$ cat src/rtl/pipeline_stall_ctrl.sv
// Pipeline stall/flush sequencer: per-stage enables and bubble strobes for the
// PC, IF/ID, ID/EX, EX/MEM and MEM/WB register banks.
module pipeline_stall_ctrl #(
    parameter int unsigned REGW         = 5,
    parameter int unsigned MEM_LAT      = 3,
    parameter int unsigned CNTW         = 4,
    parameter int unsigned DRAIN_CYCLES = 4
) (
    input  logic            clk,
    input  logic            reset,
    input  logic [REGW-1:0] id_rs1,
    input  logic [REGW-1:0] id_rs2,
    input  logic [REGW-1:0] ex_rd,
    input  logic            ex_memread,
    input  logic            branch_taken,
    input  logic            mem_req,
    input  logic            halt_req,
    input  logic            resume,
    output logic            en_pc,
    output logic            en_ifid,
    output logic            en_idex,
    output logic            en_exmem,
    output logic            en_memwb,
    output logic            clr_ifid,
    output logic            clr_idex,
    output logic            stall,
    output logic            halted,
    output logic [1:0]      state
);

    if (MEM_LAT == 0 || MEM_LAT > 2**CNTW || DRAIN_CYCLES == 0 ||
        DRAIN_CYCLES >= 2**CNTW) begin : g_bad_params
        $fatal(1, "pipeline_stall_ctrl: illegal MEM_LAT/DRAIN_CYCLES for CNTW");
    end

    typedef enum logic [1:0] {
        StRun    = 2'b00,
        StDrain  = 2'b01,
        StHalted = 2'b10
    } state_e;

    localparam logic [CNTW-1:0] MemLatM1  = CNTW'(MEM_LAT - 1);
    localparam logic [CNTW-1:0] DrainInit = CNTW'(DRAIN_CYCLES);
    localparam logic [CNTW-1:0] CntOne    = CNTW'(1);

    state_e          state_q, state_d;
    logic [CNTW-1:0] mem_cnt_q, mem_cnt_d;
    logic [CNTW-1:0] drain_cnt_q, drain_cnt_d;

    logic load_use;
    logic new_access;
    logic freeze;

    assign load_use = ex_memread && (ex_rd != '0) && ((ex_rd == id_rs1) || (ex_rd == id_rs2));

    // mem_cnt == 1 is the release cycle; a mem_req seen there is the same access.
    assign new_access = mem_req && (mem_cnt_q == '0) && (MEM_LAT > 1);
    assign freeze     = new_access || (mem_cnt_q > CntOne);

    always_comb begin
        state_d     = state_q;
        mem_cnt_d   = mem_cnt_q;
        drain_cnt_d = drain_cnt_q;
        en_pc       = 1'b0;
        en_ifid     = 1'b0;
        en_idex     = 1'b0;
        en_exmem    = 1'b0;
        en_memwb    = 1'b0;
        clr_ifid    = 1'b0;
        clr_idex    = 1'b0;

        if (new_access) begin
            mem_cnt_d = MemLatM1;
        end else if (mem_cnt_q != '0) begin
            mem_cnt_d = mem_cnt_q - CntOne;
        end

        if (!freeze) begin
            unique case (state_q)
                StRun: begin
                    en_pc    = 1'b1;
                    en_ifid  = 1'b1;
                    en_idex  = 1'b1;
                    en_exmem = 1'b1;
                    en_memwb = 1'b1;
                    if (branch_taken) begin
                        clr_ifid = 1'b1;
                        clr_idex = 1'b1;
                    end else if (load_use) begin
                        en_pc    = 1'b0;
                        en_ifid  = 1'b0;
                        clr_idex = 1'b1;
                    end else if (halt_req) begin
                        state_d     = StDrain;
                        drain_cnt_d = DrainInit;
                    end
                end
                StDrain: begin
                    en_ifid     = 1'b1;
                    en_idex     = 1'b1;
                    en_exmem    = 1'b1;
                    en_memwb    = 1'b1;
                    clr_ifid    = 1'b1;
                    clr_idex    = branch_taken;
                    drain_cnt_d = drain_cnt_q - CntOne;
                    if (drain_cnt_q == CntOne) begin
                        state_d = StHalted;
                    end
                end
                StHalted: begin
                    if (resume) begin
                        state_d = StRun;
                    end
                end
                default: state_d = StRun;
            endcase
        end

        // Outputs are forced low for the whole time reset is held.
        if (reset) begin
            en_pc    = 1'b0;
            en_ifid  = 1'b0;
            en_idex  = 1'b0;
            en_exmem = 1'b0;
            en_memwb = 1'b0;
            clr_ifid = 1'b0;
            clr_idex = 1'b0;
        end
    end

    assign stall  = !reset && !en_pc;
    assign halted = !reset && (state_q == StHalted);
    assign state  = reset ? 2'b00 : state_q;

    always_ff @(posedge clk or posedge reset) begin
        if (reset) begin
            state_q     <= StRun;
            mem_cnt_q   <= '0;
            drain_cnt_q <= '0;
        end else begin
            state_q     <= state_d;
            mem_cnt_q   <= mem_cnt_d;
            drain_cnt_q <= drain_cnt_d;
        end
    end

endmodule

$ cat config.mk
export PLATFORM = sky130hd
export DESIGN_NAME = pipeline_stall_ctrl
export DESIGN_NICKNAME = d
export VERILOG_FILES = /design/src/rtl/pipeline_stall_ctrl.sv
export SDC_FILE = /design/constraint.sdc
export NUM_CORES = 1
export LEC_CHECK = 0
export BUFFER_PORTS_ARGS = -buffer_cell sky130_fd_sc_hd__buf_4
export CORE_MARGIN = 10
export CORE_UTILIZATION = 45
export DETAILED_ROUTE_END_ITERATION = 10
export HOLD_SLACK_MARGIN = 0.15
export PLACE_DENSITY = 0.8
export SLEW_MARGIN = 30
export SYNTH_ARGS = -nofsm -noshare
export SYNTH_HDL_FRONTEND = slang
export SYNTH_SLANG_ARGS = --single-unit
$ cat constraint.sdc
create_clock -name clk -period 5.1 [get_ports clk]
set_input_delay 1.02 -clock clk [delete_from_list [all_inputs] [get_ports clk]]
set_output_delay 1.02 -clock clk [all_outputs]
set_load 0.005 [all_outputs]
Yosys cells after proc, flatten, opt, wreduce, memory -nomap -nowiden

Index checks and enable logic that the tools add are counted.

Bits in latches: 0
Memory bits (read-only): 0
Bits in writable memories: 0
Logic and storage cells: 68
Memories kept: 0
Bits in registers: 10
Input port bits: 22

Order comparisons: 1
Equality and inequality tests: 10
Div/mod/pow operators: 0
Multiply operators: 0
Muxes and demuxes: 33
Bitwise logic cells: 1
Add/sub/neg operators: 2
Shifts and indexed selects: 0
Reduce and logical (&&, ||, !) cells: 18

Operators with widths:

| operator                                                                        | number |
|---|---|
| 4-bit 2-to-1 mux                                                                | 5 |
| 1-bit 2-to-1 mux                                                                | 17 |
| 2-bit 2-to-1 mux                                                                | 6 |
| 5-bit equality test                                                             | 2 |
| 2-bit inequality test, second input constant                                    | 5 |
| 4-bit one-hot mux with 2 select lines                                           | 1 |
| 4-bit by 1-bit subtractor with 4-bit output, second input constant              | 2 |
| 1-bit one-hot mux with 2 select lines                                           | 3 |
| 2-bit one-hot mux with 3 select lines                                           | 1 |
| 6-bit AND reduction                                                             | 1 |
| 1-bit logical AND                                                               | 5 |
| 5-bit AND reduction                                                             | 1 |
| 5-bit nonzero test                                                              | 1 |
| 4-bit by 1-bit equality test with 1-bit output, second input constant           | 1 |
| 4-bit by 1-bit greater-than comparator with 1-bit output, second input constant | 1 |
| 4-bit logical NOT                                                               | 1 |
| 2-bit nonzero test                                                              | 2 |
| 4-bit nonzero test                                                              | 1 |
| 2-bit by 1-bit equality test with 1-bit output, second input constant           | 1 |
| 2-bit equality test, second input constant                                      | 1 |
| 1-bit logical NOT                                                               | 2 |
| 2-bit logical NOT                                                               | 1 |
| 1-bit logical OR                                                                | 2 |
| 2-bit OR reduction                                                              | 1 |
| 1-bit inverter                                                                  | 1 |

Logic depth before layout (Yosys ltp)

Gate-level depths: netlist of the first run.

Depth after elaboration: 10
Mapped depth: 7

Least setup slack after synthesis of the first run

Ideal clock, no wire load.

Path kind: input-to-output
Start point: input port ex_rd[1]
End point: output port stall
Buffers on the path: 0
Arrival: 2.151 ns
Path slack: 1.929 ns
Stages on the path: 4
Cell sequence: or4_1 -> o21ai_0 -> a21oi_2 -> o31a_2

Word-level cells in the longest chain between the ends: 10
Elaborated cells between the ends (all ways): 13
Classes of those cells: 2 x eq/ne; 5 x mux; 6 x reduce/logical

RTL lines:

| what                                                      | RTL line | source |
|---|---|---|
| from (decl)                                               | 13       | `input logic [REGW-1:0] ex_rd,` |
| 5-bit equality test or 5-bit nonzero test (tied branches) | 54       | `assign load_use = ex_memread && (ex_rd != '0) && ((ex_rd == id_rs1) \|\| (ex_rd == id_rs2));` |
| 1-bit logical OR or 1-bit logical AND (tied branches)     | 54       |  |
| 1-bit logical AND *                                       | 54       |  |
| 1-bit 2-to-1 mux *                                        | 89       | `end else if (load_use) begin` |
| 1-bit 2-to-1 mux *                                        | 86       | `if (branch_taken) begin` |
| 1-bit 2-to-1 mux *                                        | 79       | `unique case (state_q)` |
| 1-bit 2-to-1 mux *                                        | 78       | `if (!freeze) begin` |
| 1-bit 2-to-1 mux *                                        | 120      | `if (reset) begin` |
| 1-bit logical NOT *                                       | 131      | `assign stall = !reset && !en_pc;` |
| 1-bit logical AND *                                       | 131      |  |
| to (decl)                                                 | 26       | `output logic stall,` |

Every way passes the cells marked *; elsewhere a longest branch is shown, timed or not.

Worst setup path in the final report of the first run

Start point: input port mem_req
End point: output port en_pc

Word-level cells in the longest chain between the ends: 4

RTL lines:

| what              | RTL line | source |
|---|---|---|
| from (decl)       | 16       | `input logic mem_req,` |
| 1-bit logical AND | 57       | `assign new_access = mem_req && (mem_cnt_q == '0) && (MEM_LAT > 1);` |
| 1-bit logical OR  | 58       | `assign freeze = new_access \|\| (mem_cnt_q > CntOne);` |
| 1-bit 2-to-1 mux  | 78       |  |
| 1-bit 2-to-1 mux  | 120      |  |
| to (decl)         | 19       | `output logic en_pc,` |

No other way between the ends.

==> results of run 1 <==
-- sequential cells by signal, summed over array words and instances (netlist names) --
name / count
drain_cnt_q: 4
mem_cnt_q: 4
state_q: 2
-- kinds of logic (layout without fill, tap and decap cells) --
group | count (synthesis) | count (layout)
buffers and inverters | 12 | 45
XOR/XNOR | 11 | 11
AND/OR/NAND/NOR | 45 | 45
adder cells (fa/ha/maj) | 4 | 4
AO/OA/AOI/OAI | 28 | 28
multiplexers | 2 | 2
flip-flops | 10 | 10
-- power breakdown --
group	internal, mW	leakage, nW	total [mW]	switching (mW)
Sequential	0.116	0.123	0.162	0.0466
Combinational	0.136	0.429	0.288	0.152
Clock	0.0434	0.0210	0.0753	0.0319
Total	0.295	0.573	0.526	0.231
-- worst max-delay path by stage --
| stage | to | slack, ps | depth (start not counted) |
|---|---|---|---|
| global placement | stall | 1610 | 6 |
| floorplan | stall | 1930 | 4 |
| finish | en_pc | 1570 | 7 |
| detailed placement | en_pc | 1590 | 7 |
| global route | en_pc | 1380 | 8 |
| CTS | en_pc | 1570 | 7 |
-- layout make-up --
cell class | instances | area, µm² | area share
clock buffer | 4 | 36.28 | 0.03088
multi-input combinational | 90 | 580.6 | 0.4941
tap | 27 | 33.78 | 0.02875
inverter | 9 | 33.78 | 0.02875
timing repair buffer | 32 | 240.2 | 0.2045
sequential | 10 | 250.2 | 0.2130
-- layer usage --
| layer | share of wire | wire, µm |
|---|---|---|
| met2 | 0.48 | 1191 |
| met3 | 0.076 | 188 |
| met5 | 0 | 0 |
| met1 | 0.41 | 1003 |
| met4 | 0.031 | 76 |
-- worst max-delay path: stages --
cell	delay (ps)
buf_4	120
or2b_2	310
a21oi_1	380
nand2_1	190
nor2_1	160
a21boi_0	200
buf_4	140
-- synthesized netlist by cell type, drive strengths merged --
cell	count
a211oi	1
a21boi	1
a21o	3
a21oi	6
a22o	1
a31o	1
a31oi	1
and2	2
and2b	1
and3	1
buf	2
clkbuf	1
dfrtp	10
ha	4
inv	9
mux2i	2
nand2	9
nand2b	1
nand3	7
nor2	13
nor2b	1
nor3	4
o21ai	8
o221ai	1
o22ai	2
o31a	2
o31ai	1
or2b	2
or3	2
or4	1
or4b	1
xnor2	5
xor2	6
-- metrics by stage --
step	power, mW	worst slack [ps]	std cells
floorplan	0.3679	1929	112
global placement	0.4345	1614	168
detailed placement	0.4492	1589	168
CTS	0.5245	1574	172
global route	0.5776	1378	172
finish	0.5257	1573	172
==> reports/qor.csv, run 1 <==
metric,value,unit
Synth Area in Adders,0.05602,
H-tree depth,1,
multiplexer share of the synthesized area,0.02241,
"Net Count, Synth",138,
element type at the critical path end,primary output,
Placed Area,0.001139,mm²
busiest grt layer,met2,
DR vias/cell,5.401,
setup TNS,0,ps
Synth Area in XOR/XNOR,0.1078,
RSZ-0062 raised after global routing,false,
total number of vias,929,
vias in the first global route,915,
R2R Path End,drain_cnt_q[3]$_DFFE_PP0P_,
"top cells by area, synth","dfrtp_1 28%, xor2_1 5.9%, ha_1 5.6%",
Root Buffer,clkbuf_4,
Total GRT Usage,0.1191,
HP Start,mem_cnt_q[1]$_DFFE_PP0P_,
CTS Sinks,10,
post-route clock skew,3.539,ps
Initial Util,0.4648,
CP Max Fanout,6,
largest net degree at the start of global routing,12,
crit path from,mem_req,
Area Overhead vs Synth,31.51,%
GR Layer Usage met2,0.1872,
CTS tree,yes,
hold path depth,2,
critical path class,input port to primary output,
worst vdd ir,0.0002209,V
Max-slew headroom,0.6806,
post-synthesis sequential area ratio,0.2801,
# Post-CTS Setup Buffers,0,
Worst Tran Pin Value,479.1,ps
DR DRC count,0,
Synth Area in Simple Gates,0.2521,
worst hold path endpoint,mem_cnt_q[1]$_DFFE_PP0P_,
final core utilization,0.6113,
die width,64.56,µm
Compound-Gate Fraction of Synth Area,0.2115,
Hold Slack,499.0,ps
most frequent cells in the layout,"32 x buf_4, 13 x nor2_1, 10 x dfrtp_1",
number of diodes,0,
r2r setup slk,2980,ps
PostCTS Resize Cnt,0,
mapped cell area,893.4,µm²
dpl hpwl,2.029,mm
Rows,16,
PD cells,447.5,mW/mm²
clk buf depth,2,
final setup vio count,0,
Synth cell types,36,
startpoint types,input port,
Congestion Overflow GR,0,
met3 Track Usage GR,0.03608,
I/O pin count,33,
Highest Clock Rate,283.5,MHz
Clock transition at path regs,70,ps
Mapped Cells,112,
WP data arrival,2510,ps
share of cells above drive strength 1,0.3103,
initial antenna violation count,0,
1st-iter DRT viols,46,
Synth area leader,dfrtp_1,
status,completed,
largest family of logic cells by synthesized area,simple AND/OR/NAND/NOR gates,
Final Max Tran Viols,0,
cell area after layout,0.001175,mm²
yosys warns,0,
worst r2r path cells,7,
DR pass1 iterations,4,
Yosys reg bits,10,
top-area cell type share of the netlist area,0.2801,
DIE HEIGHT,64.56,µm
TritonCTS Buffers,3,
hold buffers post-CTS,0,
r2r startpoint,mem_cnt_q[0]$_DFFE_PP0P_,
Core Area,0.001922,mm²
gpl congestion,0.8581,
filler instances,176,
Min-Delay Path Class,register to register,
nets@finish,172,
met1 usage,0.1391,
final hold violations,0,
Leak,0.5726,nW
ANT nets after route,0,
worst-skew pair later-pin latency,280,ps
"commonest non-fill, non-tap cell in the layout",buf_4,
critical path required time,4080,ps
port bufs,32,
Final period util,0.6916,
final wirelength,2.459,mm
Mean Syn Cell Area,7.976,µm²
max_cap viols,0,
min cycle time layout,3527,ps
die area,0.004167,mm²
first-pass GRT wire length,4.112,mm
Avg WL per Cell,14.30,µm
Note: power is estimated with default switching activity, not from simulation.
==> run 2: changes to the inputs <==
--- a/config.mk
+++ b/config.mk
@@ -5,12 +5,13 @@
 export SDC_FILE = /design/constraint.sdc
 export NUM_CORES = 1
 export LEC_CHECK = 0
+export ABC_AREA = 1
 export BUFFER_PORTS_ARGS = -buffer_cell sky130_fd_sc_hd__buf_4
 export CORE_MARGIN = 10
 export CORE_UTILIZATION = 45
 export DETAILED_ROUTE_END_ITERATION = 10
 export HOLD_SLACK_MARGIN = 0.15
-export PLACE_DENSITY = 0.8
+export PLACE_DENSITY = 0.79
 export SLEW_MARGIN = 30
 export SYNTH_ARGS = -nofsm -noshare
 export SYNTH_HDL_FRONTEND = slang
==> constraint.sdc (replaced) <==
create_clock -name clk -period 3.44 [get_ports clk]
set_input_delay 0.688 -clock clk [delete_from_list [all_inputs] [get_ports clk]]
set_output_delay 0.688 -clock clk [all_outputs]
set_load 0.005 [all_outputs]
==> run 2 against run 1 <==
Synthesized cell count grew 27%. Setup slack lost 750 ps. Clock skew grew 8.3 ps. Final area rose by 4.6%. Largest power group unchanged. Register-to-register slack got worse by 1200 ps. Clock power increased by 43%. Cell count up 18%. Global-route usage down 1.1 points. Hold slack got worse by 53 ps. Core utilization grew 1.5 points. Sequential share of layout area decreased by 0.93 points.
==> reports/qor.csv, run 2 <==
metric,value,unit,change
Min-Delay Path Class,input port to async pin,,
Initial Util,0.4758,,+0.01092
Highest Clock Rate,382.8,MHz,
final hold violations,0,,unchanged
nets@finish,203,,+18%
min cycle time layout,2612,ps,
largest net degree at the start of global routing,13,,+1
final worst slack,827.7,ps,-745.1 ps
"Net Count, Synth",168,,+22%
post-route clock skew,11.81,ps,+8.276 ps
cell area after layout,0.001229,mm²,+4.6%
Worst Tran Pin Value,459.7,ps,-19.35 ps
Max-slew headroom,0.6932,,+0.01256
port bufs,32,,unchanged
I/O pin count,33,,unchanged
Leak,0.7115,nW,+24%
Final Max Tran Viols,0,,unchanged
RSZ-0062 raised after global routing,false,,
"commonest non-fill, non-tap cell in the layout",nand2_1,,
DR DRC count,0,,unchanged
Final period util,0.7594,,
Total GRT Usage,0.1085,,-0.01068
first-pass GRT wire length,3.774,mm,-8.2%
max_cap viols,0,,unchanged
crit path from,mem_cnt_q[0]$_DFFE_PP0P_,,
# Post-CTS Setup Buffers,0,,unchanged
die area,0.004296,mm²,+3.1%
DIE HEIGHT,65.55,µm,+1.5%
Layout Cells excl Fill,203,,+18%
CTS tree,yes,,
mapped cell area,933.4,µm²,+4.5%
critical path required time,2750,ps,-1330 ps
Seq. cell area,250.2,µm²,unchanged
"top cells by area, synth","dfrtp_1 27%, nand2_1 18%, inv_1 8.4%",,
CP Max Fanout,5,,-1
"Top FF cell, synth",dfrtp_1,,
Congestion Overflow GR,0,,unchanged
total number of vias,944,,+1.6%
share of cells above drive strength 1,0.2898,,-0.02057
TritonCTS Buffers,3,,unchanged
critical path class,register to primary output,,
Mean Syn Cell Area,6.573,µm²,-18%
PostCTS Resize Cnt,0,,unchanged
hold buffers post-CTS,0,,unchanged
H-tree depth,1,,unchanged
startpoint types,register,,
Post-synth ARST share,1.000,,unchanged
post-place setup slack,1072,ps,-517.6 ps
Placed Cells,199,,+18%
R2R Path End,drain_cnt_q[1]$_DFFE_PP0P_,,
worst r2r path cells,10,,+3
worst-skew pair later-pin latency,280,ps,about the same
multi-input logic area,561.8,µm²,-3.2%
most frequent cells in the layout,"46 x nand2_1, 32 x buf_4, 21 x inv_1",,
Synth area leader,dfrtp_1,,
status,completed,,
Mapped Cells,142,,+27%
Avg WL per Cell,10.83,µm,-24%
post-synthesis sequential area ratio,0.2681,,-0.01202
dpl hpwl,1.915,mm,-5.6%
filler instances,187,,+6.3%
DR pass1 iterations,4,,unchanged
r2r startpoint,mem_cnt_q[0]$_DFFE_PP0P_,,
element type at the critical path end,primary output,,
top-count cell post-synth,nand2_1,,
1st-iter DRT viols,39,,-15%
WP data arrival,1920,ps,-590 ps
vias in the first global route,886,,-3.2%
Placed Area,0.001192,mm²,+4.7%
Pwr Total,0.7861,mW,+50%
number of diodes,0,,unchanged
gpl congestion,0.7917,,-7.7%
r2r setup slk,1750,ps,-1230 ps
top-area cell type share of the netlist area,0.2681,,-0.01202
Root Buffer,clkbuf_4,,
initial antenna violation count,0,,unchanged
Core Area,0.001962,mm²,+2.1%
Post-synth EDFFs,0,,unchanged
setup TNS,0,ps,unchanged
final setup vio count,0,,unchanged
ANT nets after route,0,,unchanged
DR vias/cell,4.650,,-14%
Yosys reg bits,10,,unchanged
die width,65.55,µm,+1.5%
worst vdd ir,0.0005011,V,+130%
Area Overhead vs Synth,31.64,%,about the same
clk buf depth,2,,unchanged
CTS Sinks,10,,unchanged
yosys warns,0,,unchanged
Post-synth top cells,"46 x nand2_1, 21 x inv_1, 16 x nor2_1, 11 x nand3_1, 10 x dfrtp_1",,
Rows,16,,unchanged
PD cells,639.8,mW/mm²,+43%
Clock transition at path regs,70,ps,about the same
final wirelength,2.199,mm,-11%
Synth cell types,28,,-22%
Regs by FF count,"drain_cnt_q: 4 flops, mem_cnt_q: 4 flops, state_q: 2 flops",,
-- run 2: cell count changes in the layout (fill, tap and decap cells not counted), moves of 3 or more --
cell / delta
nor2_1: +3
inv_2: +4
xnor2_1: -3
nand3_1: +4
nor3_1: -4
nand2_1: +37
inv_1: +12
xor2_1: -5
o21ai_0: -6
-- run 2: report_power, final --
part	internal, mW	switching (mW)
clock network	0.0644	0.0434
registers	0.176	0.0622
logic	0.183	0.257
total	0.424	0.363
-- run 2: cells by family (layout without fill, tap and decap cells) --
| kind of cell | Yosys count | count (layout) | share of synthesized area |
|---|---|---|---|
| AND/OR/NAND/NOR | 84 | 84 | 0.4384 |
| buffers and inverters | 29 | 63 | 0.1300 |
| adder cells (fa/ha/maj) | 4 | 4 | 0.05362 |
| XOR/XNOR | 3 | 3 | 0.02816 |
| flip-flops | 10 | 10 | 0.2681 |
| AO/OA/AOI/OAI | 12 | 12 | 0.08177 |
-- run 2: metrics by stage --
step           hold slack (ps)    util
2_1_floorplan            441.9       -
3_3_place_gp             463.0  0.6078
3_5_place_dp             481.0  0.6078
6_report                 446.2  0.6263
4_1_cts                  448.1  0.6263
5_1_grt                  460.9  0.6263
-- run 2: layout make-up --
type,count,share of cell area
tap,27,0.02749
clock buffer,4,0.02953
sequential,10,0.2037
timing repair buffer,32,0.1955
inverter,27,0.08656
multi-input combinational,103,0.4572
-- run 2: critical path: stages, from the launching register on --
cell	delay, ps
dfrtp_1	410
inv_1	120
ha_1	230
nand2_1	90
or2_4	270
nand2_8	90
inv_6	50
nor3_4	110
nand2_1	70
nor2_1	80
buf_4	110
-- run 2: per-layer routing --
metal / vias to the layer above / wire [µm] / track usage
li1: 506 / - / -
met1: 408 / 928 / 0.1203
met2: 25 / 1032 / 0.1744
met3: 5 / 196 / 0.05254
met4: 0 / 41 / 0.04278
met5: - / 0 / 0
-- run 2: worst max-delay path by stage --
stage,to,slack (ps),cells after the start
4_1_cts,en_pc,810,10
3_3_place_gp,en_ifid,1100,6
3_5_place_dp,en_ifid,1070,6
2_1_floorplan,en_pc,1350,9
6_report,en_pc,830,10
5_1_grt,en_pc,690,10
